File: src/rtl/mdu_iter_if.sv
// Pipeline-to-MDU bundle: request (start/op/operands/flush) toward the unit, HI/LO and status back.
interface mdu_iter_if #(
   parameter int WIDTH = 32
);
   logic             start;
   logic [2:0]       op;
   logic [WIDTH-1:0] a;
   logic [WIDTH-1:0] b;
   logic             flush;
   logic [WIDTH-1:0] hi;
   logic [WIDTH-1:0] lo;
   logic             busy;
   logic             done;

   modport master (output start, op, a, b, flush, input hi, lo, busy, done);
   modport slave  (input start, op, a, b, flush, output hi, lo, busy, done);
endinterface

File: src/rtl/mdu_iter.sv
// Iterative MULT/MULTU/DIV/DIVU/MTHI/MTLO unit owning HI/LO; mul/div take WIDTH+1 busy cycles.
// Requests are dropped (not queued) while busy; flush aborts without touching HI/LO.
module mdu_iter #(
   parameter int  WIDTH = 32,
   localparam int CNT_W = $clog2(WIDTH + 1)
) (
   input logic       clk,
   input logic       rst_n,
   mdu_iter_if.slave bus
);
   typedef enum logic [1:0] {IDLE, CALC, FIX} state_t;

   state_t             state_q, state_d;
   logic [CNT_W-1:0]   cnt_q, cnt_d;
   logic [2*WIDTH-1:0] acc_q, acc_d;
   logic [WIDTH-1:0]   opb_q, opb_d;
   logic [WIDTH-1:0]   hi_q, hi_d;
   logic [WIDTH-1:0]   lo_q, lo_d;
   logic               is_div_q, is_div_d;
   logic               neg_q, neg_d;
   logic               a_neg_q, a_neg_d;
   logic               done_q, done_d;

   logic               sgn;
   logic [WIDTH-1:0]   a_mag, b_mag;
   logic [WIDTH:0]     add_x, add_y;
   logic [WIDTH+1:0]   sum;
   logic [WIDTH-1:0]   quo, rem;

   // One shared adder: multiply adds the multiplicand to the upper half,
   // divide subtracts the divisor from the shifted partial remainder.
   always_comb begin
      add_x = '0;
      add_y = '0;
      if (is_div_q) begin
         add_x = acc_q[2*WIDTH-1:WIDTH-1];
         add_y = ~{1'b0, opb_q};
      end else begin
         add_x = {1'b0, acc_q[2*WIDTH-1:WIDTH]};
         add_y = {1'b0, acc_q[0] ? opb_q : {WIDTH{1'b0}}};
      end
      sum = {1'b0, add_x} + {1'b0, add_y} + {{(WIDTH+1){1'b0}}, is_div_q};
   end

   always_comb begin
      state_d  = state_q;
      cnt_d    = cnt_q;
      acc_d    = acc_q;
      opb_d    = opb_q;
      hi_d     = hi_q;
      lo_d     = lo_q;
      is_div_d = is_div_q;
      neg_d    = neg_q;
      a_neg_d  = a_neg_q;
      done_d   = 1'b0;
      sgn      = ~bus.op[0];
      a_mag    = (sgn && bus.a[WIDTH-1]) ? -bus.a : bus.a;
      b_mag    = (sgn && bus.b[WIDTH-1]) ? -bus.b : bus.b;
      quo      = neg_q   ? -acc_q[WIDTH-1:0]       : acc_q[WIDTH-1:0];
      rem      = a_neg_q ? -acc_q[2*WIDTH-1:WIDTH] : acc_q[2*WIDTH-1:WIDTH];

      case (state_q)
         IDLE: begin
            if (bus.start && !bus.flush) begin
               if (!bus.op[2]) begin
                  acc_d    = {{WIDTH{1'b0}}, a_mag};
                  opb_d    = b_mag;
                  is_div_d = bus.op[1];
                  neg_d    = sgn & (bus.a[WIDTH-1] ^ bus.b[WIDTH-1]);
                  a_neg_d  = sgn & bus.a[WIDTH-1];
                  cnt_d    = '0;
                  state_d  = CALC;
               end else if (bus.op == 3'b100) begin
                  hi_d = bus.a;
               end else if (bus.op == 3'b101) begin
                  lo_d = bus.a;
               end
            end
         end
         CALC: begin
            if (bus.flush) begin
               state_d = IDLE;
            end else begin
               if (is_div_q) begin
                  acc_d = sum[WIDTH+1] ? {sum[WIDTH-1:0], acc_q[WIDTH-2:0], 1'b1}
                                       : {acc_q[2*WIDTH-2:0], 1'b0};
               end else begin
                  acc_d = {sum[WIDTH:0], acc_q[WIDTH-1:1]};
               end
               cnt_d = cnt_q + CNT_W'(1);
               if (cnt_q == CNT_W'(WIDTH - 1)) state_d = FIX;
            end
         end
         FIX: begin
            state_d = IDLE;
            if (!bus.flush) begin
               done_d = 1'b1;
               if (is_div_q) begin
                  // A zero divisor leaves |a| as remainder, so the dividend-sign
                  // fix already restores a in HI; only LO needs forcing.
                  lo_d = (opb_q == '0) ? {WIDTH{1'b1}} : quo;
                  hi_d = rem;
               end else begin
                  {hi_d, lo_d} = neg_q ? -acc_q : acc_q;
               end
            end
         end
         default: state_d = IDLE;
      endcase
   end

   always_ff @(posedge clk or negedge rst_n) begin
      if (!rst_n) begin
         state_q  <= IDLE;
         cnt_q    <= '0;
         acc_q    <= '0;
         opb_q    <= '0;
         hi_q     <= '0;
         lo_q     <= '0;
         is_div_q <= 1'b0;
         neg_q    <= 1'b0;
         a_neg_q  <= 1'b0;
         done_q   <= 1'b0;
      end else begin
         state_q  <= state_d;
         cnt_q    <= cnt_d;
         acc_q    <= acc_d;
         opb_q    <= opb_d;
         hi_q     <= hi_d;
         lo_q     <= lo_d;
         is_div_q <= is_div_d;
         neg_q    <= neg_d;
         a_neg_q  <= a_neg_d;
         done_q   <= done_d;
      end
   end

   assign bus.hi   = hi_q;
   assign bus.lo   = lo_q;
   assign bus.busy = (state_q != IDLE);
   assign bus.done = done_q;
endmodule
File: src/flat_wrapper.sv
// flat-port wrapper written by rule: the top's interface ports become plain ports
module mdu_iter_flat 
#(
   parameter int  WIDTH = 32,
   localparam int CNT_W = $clog2(WIDTH + 1)
)
  (clk, rst_n, bus_start, bus_op, bus_a, bus_b, bus_flush, bus_hi, bus_lo, bus_busy, bus_done);
  mdu_iter_if #(.WIDTH(WIDTH)) bus_i ();
  input logic clk;
  input logic rst_n;
  input wire logic [$bits(bus_i.start)-1:0] bus_start;
  input wire logic [$bits(bus_i.op)-1:0] bus_op;
  input wire logic [$bits(bus_i.a)-1:0] bus_a;
  input wire logic [$bits(bus_i.b)-1:0] bus_b;
  input wire logic [$bits(bus_i.flush)-1:0] bus_flush;
  output wire logic [$bits(bus_i.hi)-1:0] bus_hi;
  output wire logic [$bits(bus_i.lo)-1:0] bus_lo;
  output wire logic [$bits(bus_i.busy)-1:0] bus_busy;
  output wire logic [$bits(bus_i.done)-1:0] bus_done;
  assign bus_i.start = bus_start;
  assign bus_i.op = bus_op;
  assign bus_i.a = bus_a;
  assign bus_i.b = bus_b;
  assign bus_i.flush = bus_flush;
  assign bus_hi = bus_i.hi;
  assign bus_lo = bus_i.lo;
  assign bus_busy = bus_i.busy;
  assign bus_done = bus_i.done;
  mdu_iter #(.WIDTH(WIDTH)) u_core (.clk(clk), .rst_n(rst_n), .bus(bus_i));
endmodule
File: config.mk
export PLATFORM = sky130hd
export DESIGN_NAME = mdu_iter_flat
export DESIGN_NICKNAME = d
export VERILOG_FILES = /design/src/rtl/mdu_iter_if.sv /design/src/rtl/mdu_iter.sv /design/src/flat_wrapper.sv
export SDC_FILE = /design/constraint.sdc
export NUM_CORES = 1
export LEC_CHECK = 0
export BUFFER_PORTS_ARGS = -buffer_cell sky130_fd_sc_hd__buf_2
export CAP_MARGIN = 0
export CORE_MARGIN = 3
export CORE_UTILIZATION = 40
export CTS_CLUSTER_DIAMETER = 100
export DETAILED_ROUTE_END_ITERATION = 10
export PLACE_DENSITY = 0.69
export SKIP_LAST_GASP = 1
export SYNTH_ARGS = -nofsm -noshare
export SYNTH_HDL_FRONTEND = slang
export SYNTH_SLANG_ARGS = --single-unit
File: constraint.sdc
create_clock -name clk -period 9.35 [get_ports clk]
set_clock_uncertainty 0.15 [all_clocks]
set_input_delay 1.4025 -clock clk [delete_from_list [all_inputs] [get_ports clk]]
set_output_delay 1.4025 -clock clk [all_outputs]
set_load 0.02 [all_outputs]
==> impl_metrics.json <==
{
  "status": "finished clean",
  "p_leak_nw": 6.40,
  "rsz0062_at_grt": "false",
  "critPathLaunch": "u_core.is_div_q",
  "totalWireLength_mm": 41.9,
  "busiest_layer": "met2",
  "syn_to_final_growth_pct": 11.9,
  "synth_top_area_cell": "dfrtp_1",
  "timing.final.crit_share_pct": 54.1,
  "drc": 0,
  "layout_setup_ws_ns": 4.29,
  "syn_area_mm2": 0.0134,
  "multi_input_area_mm2": 0.00854,
  "timing.fmax_mhz": 198,
  "cp_data_arrival_time_ns": 5.21,
  "track_usage_pct": 22.9,
  "synth_cells": 1676,
  "synth_top_area_share_pct": 32.2,
  "pwr-share-comb_pct": 51.4,
  "die_x_um": 189,
  "start_kind": "register",
  "synthDistinctLibCells": 78,
  "cts.clk_slew.worst_paths_ns": 0.08,
  "layout.nets": 1839,
  "switchingPower_mw": 2.06,
  "cts_setup_buffers": 0,
  "ff_latch_area_mm2": 0.00431,
  "root_buffer": "clkbuf_16",
  "power_density_mw_per_mm2": 287,
  "switching_share_pct": 48.1,
  "seq_power_share_pct": 30.8,
  "htree_levels": 4,
  "yosysSeqAreaShare_pct": 32.2,
  "drt_iter0_markers": 1485,
  "final_cell_mix": "nand2_1, o21ai_0, dfrtp_1",
  "yosys_warnings": 0,
  "cts_buffers": 17,
  "worstHoldPathType": "register to register",
  "min_from": "u_core.bus.lo[24]",
  "post-route-util_pct": 45.7,
  "port_buffers": 136,
  "max-slew-margin-rel_pct": 20.7,
  "dp.cells": 2152,
  "rows": 66,
  "use_met1_pct": 33.4,
  "ir_worst_vdd_uv": 180,
  "r2r-start": "u_core.is_div_q",
  "grt_max_degree": 71,
  "dp_slack_ns": 4.31,
  "hpwl_mm": 31.2,
  "fillers": 3280,
  "critPathRequiredTime_ns": 9.51,
  "drt-pass1-iter-count": 6,
  "die_h_um": 189,
  "ant_nets": 0,
  "crit_type": "register to register",
  "clkPwrFrac_pct": 17.7,
  "start_util_pct": 40.8,
  "cts_resized": 0,
  "holdBufCountCts": 0,
  "grt_pass1_vias": 11900,
  "cts_tree": "done",
  "grt_pass1_wl_mm": 66.1,
  "insertion_delay_ns": 0.45,
  "setup_violations": 0,
  "synth_ff_type": "dfrtp_1",
  "place.gp.congestion": 0.946,
  "worstMarginPinSlew_ns": 1.18,
  "layout_commonest_cell": "nand2_1",
  "antenna_found_initial": 1,
  "critPathMaxFanout": 64,
  "ios": 137,
  "globalRouteOverflowTotal": 0,
  "antenna_cells": 0,
  "fp.coreArea_mm2": 0.0327,
  "synth_edf_count": 0,
  "met3_usage_pct": 3.55,
  "hold_slack_ns": 0.328,
  "fin_cells": 2184,
  "cts_buffer_depth": 2,
  "drive_gt1_share_pct": 14.9,
  "cap_violations": 0,
  "period_needed_ns": 5.06,
  "async_reset_ff_share_pct": 100,
  "clock-sinks": 172,
  "die-area_mm2": 0.0356,
  "r2r_setup_slack_ns": 4.29,
  "ys_ff_latch": 172,
  "vias": 12900,
  "avgSynthCellArea_um2": 7.97,
  "avgViaCountPerCell": 5.92,
  "finalHoldViolCount": 0,
  "synth_fp_nets": 1786,
  "slew_viol_final": 0,
  "fin_setup_tns_ns": 0,
  "cp-end-kind": "register",
  "synth.area.top_cells": "dfrtp_1, o21ai_0, nand2_1, xnor2_1, mux2i_1",
  "routedWlPerCell_um": 19.2,
  "cellInternalPower_mw": 2.22,
  "use_met2_pct": 35.3
}
[power groups by stage]
stage	clock, mW	combinational (mW)	sequential, mW
global placement	0	2.14	1.31
global route	0.807	2.42	1.36
CTS	0.766	2.17	1.31
detailed placement	0	2.15	1.32
floorplan	0	1.62	1.22
finish	0.760	2.20	1.32
[metal layers]
layer	share of wire, %	vias up
met5	0.033	-
met4	2.2	2
met3	8.1	69
met2	43	632
met1	46	6099
li1	-	6138
[area by class of cell]
type,instances,area share [%]
multi-input combinational,1360,57.2
sequential,172,28.8
timing repair buffer,155,5.55
tap,442,3.70
clock buffer,17,2.85
clock inverter,15,1.35
inverter,23,0.578
[registers in the layout, summed over array words and instances, names as in the netlist, 2 cells and up]
register,flops
u_core.bus.lo,32
u_core.opb_q,32
u_core.cnt_q,6
u_core.state_q,2
u_core.bus.hi,32
u_core.acc_q,64
[final timing paths]
path / end / cells past startpoint
worst max register to register: u_core.acc_q[60] / 15
worst max-delay path: u_core.acc_q[60] / 15
worst min-delay path: u_core.bus.lo[24] / 2
min in group asynchronous: u_core.bus.lo[16] / 1
max in group asynchronous: u_core.is_div_q / 3
worst min register to register: u_core.bus.lo[24] / 2
[cells by family after synthesis]
| group | count (synthesis) | synth area share (%) |
|---|---|---|
| adder cells (fa/ha/maj) | 39 | 3.77 |
| AO/OA/AOI/OAI | 545 | 24.1 |
| XOR/XNOR | 152 | 9.97 |
| AND/OR/NAND/NOR | 536 | 18.9 |
| multiplexers | 88 | 6.88 |
| buffers and inverters | 144 | 4.17 |
| flip-flops | 172 | 32.2 |
[worst max-delay path, cell delays in order, from the launching register on]
cell and delay, ns:
dfrtp_4 0.64, buf_4 0.78, o21ai_0 0.27, inv_1 0.12
fa_1 0.20, inv_1 0.06, fa_1 0.39, a21o_1 0.22
a221oi_2 0.41, nand2_1 0.14, a41oi_1 0.38, o21ai_1 0.27
a31o_2 0.35, a31oi_1 0.21, xor2_1 0.23, o211ai_1 0.12
[metrics by stage]
step                instance area (um2)  power [mW]
finish                            14900        4.29
global placement                  14300        3.45
detailed placement                14300        3.48
CTS                               14900        4.24
floorplan                         13400        2.84
global route                      14900        4.58
[Yosys cell counts, drive strengths merged, types with 3 or more instances]
cell and number:
o41ai 14, o211ai 9, nor3 31, or4 17
nand3 22, nor4 18, o21ai 262, xor2 49
o31ai 29, a31oi 12, o21a 8, xnor2 103
clkbuf 107, a21o 13, mux2i 58, a22oi 30
a211oi 5, nand2 259, buf 14, ha 37
and3 17, o221ai 3, a41oi 4, a31o 3
or2 13, a21oi 101, nor3b 3, o22ai 33
nor2 96, or3 19, nor2b 6, nand2b 15
dfrtp 172, nand4 11, inv 22, mux2 30
No activity file was read; power rests on OpenSTA's default activity.
